File: src/rtl/uart_pkg.sv
// Shared encodings for the UART receive path: FSM states, parity modes
// and the 3-sample majority helper.
package uart_pkg;

    typedef enum logic [2:0] {
        ST_IDLE    = 3'd0,
        ST_START   = 3'd1,
        ST_DATA    = 3'd2,
        ST_PARITY  = 3'd3,
        ST_STOP    = 3'd4,
        ST_BRKWAIT = 3'd5
    } state_t;

    localparam int PAR_NONE = 0;
    localparam int PAR_EVEN = 1;
    localparam int PAR_ODD  = 2;

    function automatic logic maj3(input logic a, input logic b, input logic c);
        return (a & b) | (a & c) | (b & c);
    endfunction

endpackage

File: src/rtl/synchronizer.sv
// Multi-flop synchronizer for a single asynchronous level signal,
// with a configurable reset value shared by every stage.
module synchronizer #(
    parameter int   STAGES    = 2,
    parameter logic RESET_VAL = 1'b1
) (
    input  logic i_clk,
    input  logic i_rst_n,
    input  logic i_d,
    output logic o_q
);

    logic [STAGES-1:0] r_sync;

    always_ff @(posedge i_clk or negedge i_rst_n) begin
        if (!i_rst_n) begin
            r_sync <= {STAGES{RESET_VAL}};
        end else begin
            r_sync <= {r_sync[STAGES-2:0], i_d};
        end
    end

    assign o_q = r_sync[STAGES-1];

endmodule

File: src/rtl/uart_rx_core.sv
// Oversampling UART receiver: majority-voted bits, optional parity, 1-2 stop
// bits, framing/parity/break/overrun reporting and a valid/ready holding register.
module uart_rx_core
    import uart_pkg::*;
#(
    parameter int BAUD_DIV   = 27,
    parameter int OVERSAMPLE = 16,
    parameter int DATA_BITS  = 8,
    parameter int PARITY     = 0,
    parameter int STOP_BITS  = 1
) (
    input  logic                 clk_main,
    input  logic                 rst_n_main,
    input  logic                 rx_i,
    output logic [DATA_BITS-1:0] rx_data,
    output logic                 rx_valid,
    input  logic                 rx_ready,
    output logic                 frame_err,
    output logic                 parity_err,
    output logic                 overrun,
    output logic                 break_det,
    output logic                 busy
);

    localparam int BW = $clog2(BAUD_DIV);
    localparam int SW = $clog2(OVERSAMPLE);
    localparam int CW = $clog2(DATA_BITS + 1);

    localparam logic [BW-1:0] BAUD_LAST = BW'(BAUD_DIV - 1);
    localparam logic [SW-1:0] S_SAMP0   = SW'(OVERSAMPLE / 2 - 1);
    localparam logic [SW-1:0] S_SAMP1   = SW'(OVERSAMPLE / 2);
    localparam logic [SW-1:0] S_VOTE    = SW'(OVERSAMPLE / 2 + 1);
    localparam logic [SW-1:0] S_LAST    = SW'(OVERSAMPLE - 1);
    localparam logic [CW-1:0] DATA_LAST = CW'(DATA_BITS);
    localparam logic [CW-1:0] STOP_LAST = CW'(STOP_BITS - 1);

    state_t r_state, w_state_nxt;

    logic                 w_rx_s;
    logic                 r_rx_prev;
    logic [2:0]           r_warm;
    logic [BW-1:0]        r_baud;
    logic [SW-1:0]        r_scnt;
    logic [CW-1:0]        r_bcnt;
    logic [1:0]           r_samp;
    logic [DATA_BITS-1:0] r_shift;
    logic                 r_par_err;
    logic                 r_par_vote;
    logic                 r_fe_acc;
    logic                 r_stop_hi;

    logic [DATA_BITS-1:0] r_rx_data;
    logic                 r_rx_valid;
    logic                 r_frame_err;
    logic                 r_parity_err;
    logic                 r_overrun;
    logic                 r_break_det;

    logic w_fall, w_tick, w_vote_tick, w_bit_end, w_vote;
    logic w_last_stop, w_is_break, w_fe_final, w_par_exp;

    synchronizer #(
        .STAGES    (2),
        .RESET_VAL (1'b1)
    ) u_rx_sync (
        .i_clk   (clk_main),
        .i_rst_n (rst_n_main),
        .i_d     (rx_i),
        .o_q     (w_rx_s)
    );

    // Edges are only trusted once the synchronizer's reset value has flushed,
    // so a line held low through reset release is not mistaken for a start bit.
    assign w_fall      = r_warm[2] & r_rx_prev & ~w_rx_s;
    assign w_tick      = (r_baud == BAUD_LAST);
    assign w_vote_tick = w_tick && (r_scnt == S_VOTE);
    assign w_bit_end   = w_tick && (r_scnt == S_LAST);
    assign w_vote      = maj3(r_samp[0], r_samp[1], w_rx_s);
    assign w_last_stop = (r_state == ST_STOP) && w_vote_tick && (r_bcnt == STOP_LAST);
    assign w_is_break  = (r_shift == '0) && ((PARITY == PAR_NONE) || !r_par_vote)
                         && !r_stop_hi && !w_vote;
    assign w_fe_final  = r_fe_acc | ~w_vote;
    assign w_par_exp   = (^r_shift) ^ (PARITY == PAR_ODD);

    always_ff @(posedge clk_main or negedge rst_n_main) begin
        if (!rst_n_main) begin
            r_state <= ST_IDLE;
        end else begin
            r_state <= w_state_nxt;
        end
    end

    always_comb begin
        w_state_nxt = r_state;
        case (r_state)
            ST_IDLE:    if (w_fall) w_state_nxt = ST_START;
            ST_START: begin
                if (w_vote_tick && w_vote) w_state_nxt = ST_IDLE;
                else if (w_bit_end)        w_state_nxt = ST_DATA;
            end
            ST_DATA: begin
                if (w_bit_end && (r_bcnt == DATA_LAST))
                    w_state_nxt = (PARITY != PAR_NONE) ? ST_PARITY : ST_STOP;
            end
            ST_PARITY:  if (w_bit_end) w_state_nxt = ST_STOP;
            ST_STOP:    if (w_last_stop) w_state_nxt = w_is_break ? ST_BRKWAIT : ST_IDLE;
            ST_BRKWAIT: if (w_rx_s) w_state_nxt = ST_IDLE;
            default:    w_state_nxt = ST_IDLE;
        endcase
    end

    always_ff @(posedge clk_main or negedge rst_n_main) begin
        if (!rst_n_main) begin
            r_rx_prev <= 1'b0;
            r_warm    <= '0;
            r_baud    <= '0;
            r_scnt    <= '0;
            r_bcnt    <= '0;
            r_samp    <= '0;
        end else begin
            r_rx_prev <= w_rx_s;
            r_warm    <= {r_warm[1:0], 1'b1};

            if ((r_state == ST_IDLE && w_fall) || w_tick) r_baud <= '0;
            else                                          r_baud <= r_baud + 1'b1;

            if (r_state == ST_IDLE || r_state == ST_BRKWAIT) r_scnt <= '0;
            else if (w_tick) r_scnt <= (r_scnt == S_LAST) ? '0 : r_scnt + 1'b1;

            if (w_tick && r_scnt == S_SAMP0) r_samp[0] <= w_rx_s;
            if (w_tick && r_scnt == S_SAMP1) r_samp[1] <= w_rx_s;

            if (w_state_nxt != r_state) r_bcnt <= '0;
            else if (w_vote_tick && (r_state == ST_DATA || r_state == ST_STOP))
                r_bcnt <= r_bcnt + 1'b1;
        end
    end

    always_ff @(posedge clk_main or negedge rst_n_main) begin
        if (!rst_n_main) begin
            r_shift    <= '0;
            r_par_err  <= 1'b0;
            r_par_vote <= 1'b0;
            r_fe_acc   <= 1'b0;
            r_stop_hi  <= 1'b0;
        end else begin
            if (r_state == ST_IDLE && w_fall) begin
                r_fe_acc  <= 1'b0;
                r_stop_hi <= 1'b0;
            end
            if (w_vote_tick) begin
                case (r_state)
                    ST_DATA:   r_shift <= {w_vote, r_shift[DATA_BITS-1:1]};
                    ST_PARITY: begin
                        r_par_vote <= w_vote;
                        r_par_err  <= w_vote ^ w_par_exp;
                    end
                    ST_STOP: begin
                        r_fe_acc  <= r_fe_acc | ~w_vote;
                        r_stop_hi <= r_stop_hi | w_vote;
                    end
                    default: ;
                endcase
            end
        end
    end

    // A delivery in the same cycle as a handshake wins, keeping rx_valid high.
    always_ff @(posedge clk_main or negedge rst_n_main) begin
        if (!rst_n_main) begin
            r_rx_data    <= '0;
            r_rx_valid   <= 1'b0;
            r_frame_err  <= 1'b0;
            r_parity_err <= 1'b0;
            r_overrun    <= 1'b0;
            r_break_det  <= 1'b0;
        end else begin
            r_overrun   <= 1'b0;
            r_break_det <= 1'b0;
            if (w_last_stop && w_is_break) begin
                r_break_det <= 1'b1;
                if (r_rx_valid && rx_ready) r_rx_valid <= 1'b0;
            end else if (w_last_stop) begin
                if (!r_rx_valid || rx_ready) begin
                    r_rx_data    <= r_shift;
                    r_frame_err  <= w_fe_final;
                    r_parity_err <= r_par_err;
                    r_rx_valid   <= 1'b1;
                end else begin
                    r_overrun <= 1'b1;
                end
            end else if (r_rx_valid && rx_ready) begin
                r_rx_valid <= 1'b0;
            end
        end
    end

    assign rx_data    = r_rx_data;
    assign rx_valid   = r_rx_valid;
    assign frame_err  = r_frame_err;
    assign parity_err = r_parity_err;
    assign overrun    = r_overrun;
    assign break_det  = r_break_det;
    assign busy       = (r_state != ST_IDLE);

endmodule

File: config.mk
export PLATFORM = sky130hd
export DESIGN_NAME = uart_rx_core
export DESIGN_NICKNAME = d
export VERILOG_FILES = /design/src/rtl/uart_pkg.sv /design/src/rtl/synchronizer.sv /design/src/rtl/uart_rx_core.sv
export SDC_FILE = /design/constraint.sdc
export NUM_CORES = 1
export LEC_CHECK = 0
export CAP_MARGIN = 10
export CELL_PAD_IN_SITES_DETAIL_PLACEMENT = 1
export CELL_PAD_IN_SITES_GLOBAL_PLACEMENT = 1
export CORE_MARGIN = 2
export CORE_UTILIZATION = 45
export CTS_CLUSTER_SIZE = 16
export DETAILED_ROUTE_END_ITERATION = 8
export PLACE_DENSITY = 0.77
export SLEW_MARGIN = 25
export SYNTH_ARGS = -nofsm -noshare
export SYNTH_HDL_FRONTEND = slang
export SYNTH_HIERARCHICAL = 1
export SYNTH_SLANG_ARGS = --single-unit
File: constraint.sdc
create_clock -name clk_main -period 2.3 [get_ports clk_main]
set_input_delay 0.345 -clock clk_main [delete_from_list [all_inputs] [get_ports clk_main]]
set_output_delay 0.345 -clock clk_main [all_outputs]
set_load 0.01 [all_outputs]
=== Word-level counts from Yosys, hierarchy flattened ===
Cells that the tools add are included.

* $add $sub $neg: 3
* $mul: 0
* Divide/modulo/power cells: 0
* Magnitude comparators: 0
* Equality and inequality tests: 13
* Shift operators: 0
* Muxes and demuxes: 29
* Bitwise logic cells: 13
* Reductions and logical operators: 31

{| class="wikitable"
|+ Operator list
! operator !! count
|-
| 3-bit two-way mux || 8
|-
| 4-bit two-way mux || 5
|-
| 3-bit one-hot mux with 6 select lines || 1
|-
| 4-bit equality test, second input constant || 4
|-
| 1-bit logical AND || 14
|-
| 1-bit two-way mux || 14
|-
| 4-bit by 1-bit adder with 4-bit output, second input constant || 2
|-
| 8-bit zero test || 1
|-
| 8-bit parity || 1
|-
| 3-bit by 2-bit equality test with 1-bit output, second input constant || 2
|-
| 3-bit equality test, second input constant || 2
|-
| 5-bit by 1-bit adder with 5-bit output, second input constant || 1
|-
| 1-bit bitwise AND || 5
|-
| 5-bit equality test, second input constant || 1
|-
| 5-bit two-way mux || 1
|-
| 4-bit by 3-bit equality test with 1-bit output, second input constant || 1
|-
| 4-bit zero test || 1
|-
| 1-bit logical OR || 4
|-
| 1-bit bitwise OR || 4
|-
| 2-bit AND reduction || 2
|-
| 2-bit nonzero test || 2
|-
| 3-bit by 1-bit equality test with 1-bit output, second input constant || 1
|-
| 1-bit zero test || 3
|-
| 3-bit zero test || 1
|-
| 6 further kinds || 8
|}

* Register bits after elaboration: 48
* Bits in latches: 0
* Bits in writable memories: 0
* Bits in read-only memories: 0
* Input bits: 4
* Output and inout bits: 14
* Word-level logic and storage cells: 108
* Memories kept: 0

=== Logic depth before layout (Yosys ltp) ===
* Depth in word-level cells: 10
* Depth in mapped cells: 8
* Gate-level depth less buffers: 7

=== Cells and area by module ===
The synthesis kept the hierarchy.

{| class="wikitable"
|+ By module, submodules not included
! module !! instances !! cells each !! area each (um2) !! sequential area each (um2)
|-
| uart_rx_core || 1 || 209 || 2314.7 || 1151.1
|-
| synchronizer || 1 || 2 || 52.6 || 52.6
|}

=== Worst setup path after synthesis ===
Ideal clock, no wire load.

* Path type: reg-to-reg
* Start point: register r_bcnt[0]
* End point: register r_rx_data[0], in the netlist rx_data[0]
* Setup time: 0.125 ns
* Arrival time: 1.741 ns
* Data required time: 2.175 ns
* Setup slack: 0.434 ns
* Stages on the path, launching flop included: 8
* Buffers on the path: 1
* Period minus slack after synthesis: 1.866 ns
* Path through: dfrtp_1 -> inv_1 -> ha_1 -> or3b_1 -> nor2_1 -> and4_4 -> buf_6 -> mux2_4

* Word-level cells in the longest chain between the ends: 5

{| class="wikitable"
|+ Ends and longest elaborated chain
! item !! RTL line !! RTL
|-
| from (decl) || uart_rx_core.sv:44 || <nowiki>logic [CW-1:0] r_bcnt;</nowiki>
|-
| from (signal assigned) || uart_rx_core.sv:135 || <nowiki>r_bcnt <= r_bcnt + 1'b1;</nowiki>
|-
| 4-bit zero test * || uart_rx_core.sv:79 || <nowiki>assign w_last_stop = (r_state == ST_STOP) && w_vote_tick && (r_bcnt == STOP_LAST);</nowiki>
|-
| 1-bit logical AND * || uart_rx_core.sv:79 ||
|-
| 1-bit logical AND || uart_rx_core.sv:180 || <nowiki>if (w_last_stop && w_is_break) begin</nowiki>
|-
| 1-bit inverter (no source line) || n/a ||
|-
| 3-bit AND reduction (no source line) * || n/a ||
|-
| to (signal assigned) || uart_rx_core.sv:185 || <nowiki>r_rx_data <= r_shift;</nowiki>
|-
| to (decl) || uart_rx_core.sv:52 || <nowiki>logic [DATA_BITS-1:0] r_rx_data;</nowiki>
|}

Every way passes the cells marked *; elsewhere a longest branch is shown, timed or not.
A chain may end at the register's enable or synchronous reset.

=== Worst setup path in the final report ===
* Start point: register r_state[1]
* End point: output busy

* Word-level cells in the longest chain between the ends: 1

{| class="wikitable"
|+ Ends and longest elaborated chain
! item !! RTL line !! RTL
|-
| from (decl) || uart_rx_core.sv:37 || <nowiki>state_t r_state, w_state_nxt;</nowiki>
|-
| from (signal assigned) || uart_rx_core.sv:89 || <nowiki>r_state <= w_state_nxt;</nowiki>
|-
| 3-bit nonzero test || uart_rx_core.sv:204 || <nowiki>assign busy = (r_state != ST_IDLE);</nowiki>
|-
| to (decl) || uart_rx_core.sv:22 || <nowiki>output logic busy</nowiki>
|}

Every way passes these cells.

==> impl_metrics.toml <==
[clocking]
clock-sinks = 48
numCtsBuffers = 5
cts_max_level = 2
cts_resized = 0
postCtsSetupRepairBufs = 0
tritoncts = "yes"
clk_pin_slew_ns = 0.09
ctsHoldBuffers = 0
clk_path_buf_depth = 2
root_buffer = "clkbuf_8"
clock_latency_ns = 0.30

[grt]
first_global_vias = 1661
grt_pass1_wl_mm = 7.82
track_usage_pct = 17.1
antenna_found_initial = 0
gr-total-overflow = 0
grt_max_degree = 37

[sta]
layout_min_cycle_time_ns = 2.19
drv_slew = 0
worst_pin_slew_ns = 0.778
skew_ns = 0.0111
fin_tns_setup_ns = 0
grt_setup_unrepaired = "no"
setup_viol = 0
finalCritPeriodShare_pct = 95.0
finalHoldViolCount = 0
relSlewSlack_pct = 48.2
max_clock_freq_mhz = 458

[layout]
nets = 250
final_common_cell = "dfrtp_1"
fillers = 569
layout-drive-gt1-share_pct = 16.5
utilization_pct = 53.9
diodes = 0
syn2layout_area_growth_pct = 16.3
fin_area_um2 = 2750
final_cell_mix = "46 x dfrtp_1, 21 x nor2_1, 20 x nand2_1"

[setup_path]
start_kind = "register"
worst-path-max-fanout = 7
worstPathArrival_ns = 1.84
worstSetupEndpointType = "output pin"
cpLargestDelayFamily = "buffers and inverters"
worstPathCellList = "buf_4 -> or3_1 -> clkdlybuf4s50_1"
critPathSlowestCell = "clkdlybuf4s50_1"
path_class = "register to output pin"
path_buf_inv = 2
slowest_delay_ns = 0.51
cp.required_ns = 1.96

[synthesis]
yosysTopAreaCell = "dfrtp_1"
syn_area_um2 = 2370
ys_seq_area_share_pct = 50.8
ys.flop_type = "dfrtp_1"
synth_edf_count = 0
syn_area_per_cell_um2 = 11.2
synth_cells = 211
synth_top_cell_area_share_pct = 48.6
synth.distinct_cells = 51
ys_seq_elements = 48
synth_nets = 226
yosys_warnings = 6
synthArstFlopShare_pct = 100
yosys-top-cells-area = "dfrtp_1 49%, ha_1 5.8%, mux2_4 5.1%"

[worst_hold_path]
hold_class = "primary input to async pin"

[routing]
drt_iter0_drc = 37
firstDrtPassIters = 4
vias = 1562
final_antenna_net_count = 0
viasPerCell = 5.10
wire_per_inst_um = 14.9
drc = 0
drt_wl_total_mm = 4.55

[place]
place_congestion = 0.778
dp_hpwl_mm = 3.46
dpl_cell_area_um2 = 2630
port-buffer-count = 17

[floorplan]
core_area_um2 = 5110
rows = 26
die_w_um = 76.5
io_pins = 18
start_util_pct = 46.3
die_area_um2 = 5860
die_h_um = 76.5

[job]
maxCapViolCount = 0

[status]
status = "completed"

[power]
ir_worst_vdd_uv = 482
p_per_area_nw_per_um2 = 682
total_power_w = 0.00188
leakage_nw = 1.28
[cell families after synthesis]
group | count (synthesis) | share of synthesized area, %
AOI/OAI and AO/OA | 27 | 7.40
adders and majority gates | 12 | 6.29
xor gates and xnor gates | 12 | 4.44
DFF | 48 | 50.8
buffers and inverters | 21 | 3.91
other | 1 | 0.158
and+or+nand+nor | 77 | 19.6
muxes | 13 | 7.40
[final cells by class]
type | instances | area, um^2 | area share [%]
clock buffer | 6 | 82.6 | 3.00
clock inverter | 2 | 38.8 | 1.41
inverter | 14 | 52.6 | 1.91
multi-input combinational | 142 | 1070 | 38.9
sequential | 48 | 1200 | 43.7
tap | 70 | 87.6 | 3.18
timing repair buffer | 24 | 218 | 7.91
[state kept, by name (all words and copies together), names as in the netlist]
name and count:
rx_data 8, r_shift 8, r_baud 5, rx_valid 1
u_rx_sync/r_sync 2, r_rx_prev 1, parity_err 1, r_par_err 1
r_samp 2, r_fe_acc 1, r_scnt 4, break_det 1
frame_err 1, r_bcnt 4, r_stop_hi 1, overrun 1
r_warm 3, r_state 3
[path summary, 6_finish.rpt]
kind / start / end / slack [ns] / cells after the start
min: rst_n_main / r_warm[0] / 0.11 / 1
max: r_state[1] / busy / 0.11 / 3
min reg2reg: r_warm[1] / r_warm[2] / 0.36 / 0
max reg2reg: r_baud[0] / parity_err / 0.24 / 6
max in group asynchronous: rst_n_main / r_bcnt[1] / 1.58 / 2
min in group clk_main: r_warm[1] / r_warm[2] / 0.36 / 0
[power by group]
part	leakage [nW]	switching, W	internal, W
Combinational	0.583	0.000139	0.000117
Clock	0.0614	0.000283	0.000355
Sequential	0.641	0.0000766	0.000907
Total	1.28	0.000498	0.00138
[routing by layer]
layer	up-vias	global-route usage, %	part of all wire, %	wire length (um)
met5	-	0	0	0
met4	0	5.45	1.1	51
met3	5	4.50	2.9	131
met2	20	29.7	51	2330
met1	781	20.8	45	2040
li1	756	-	-	-
[stage by stage]
step	setup WS, ns	hold WS (ns)	instances
2_1_floorplan	0.434	0.0494	211
3_3_place_gp	0.345	0.332	298
5_1_grt	0.0423	0.169	306
3_5_place_dp	0.264	0.336	298
4_1_cts	0.0881	0.132	306
6_report	0.114	0.111	306
[Yosys cell counts, types with 2 or more instances]
cell type / n
or3b_1: 2
xnor2_1: 7
a21boi_0: 2
and2_1: 2
nor3_1: 4
nor2_1: 21
buf_2: 4
inv_1: 14
and4b_1: 2
o21ai_0: 4
ha_1: 11
nor2b_1: 2
nand3b_4: 2
mux2_1: 2
xor2_1: 5
nand3_1: 5
nand2_1: 20
or2_2: 2
o211ai_1: 2
o21ai_1: 5
mux2_4: 8
a21oi_1: 7
mux2_2: 2
dfstp_2: 2
nand2b_1: 3
dfrtp_1: 46
Note: power is estimated with default switching activity, not from simulation.
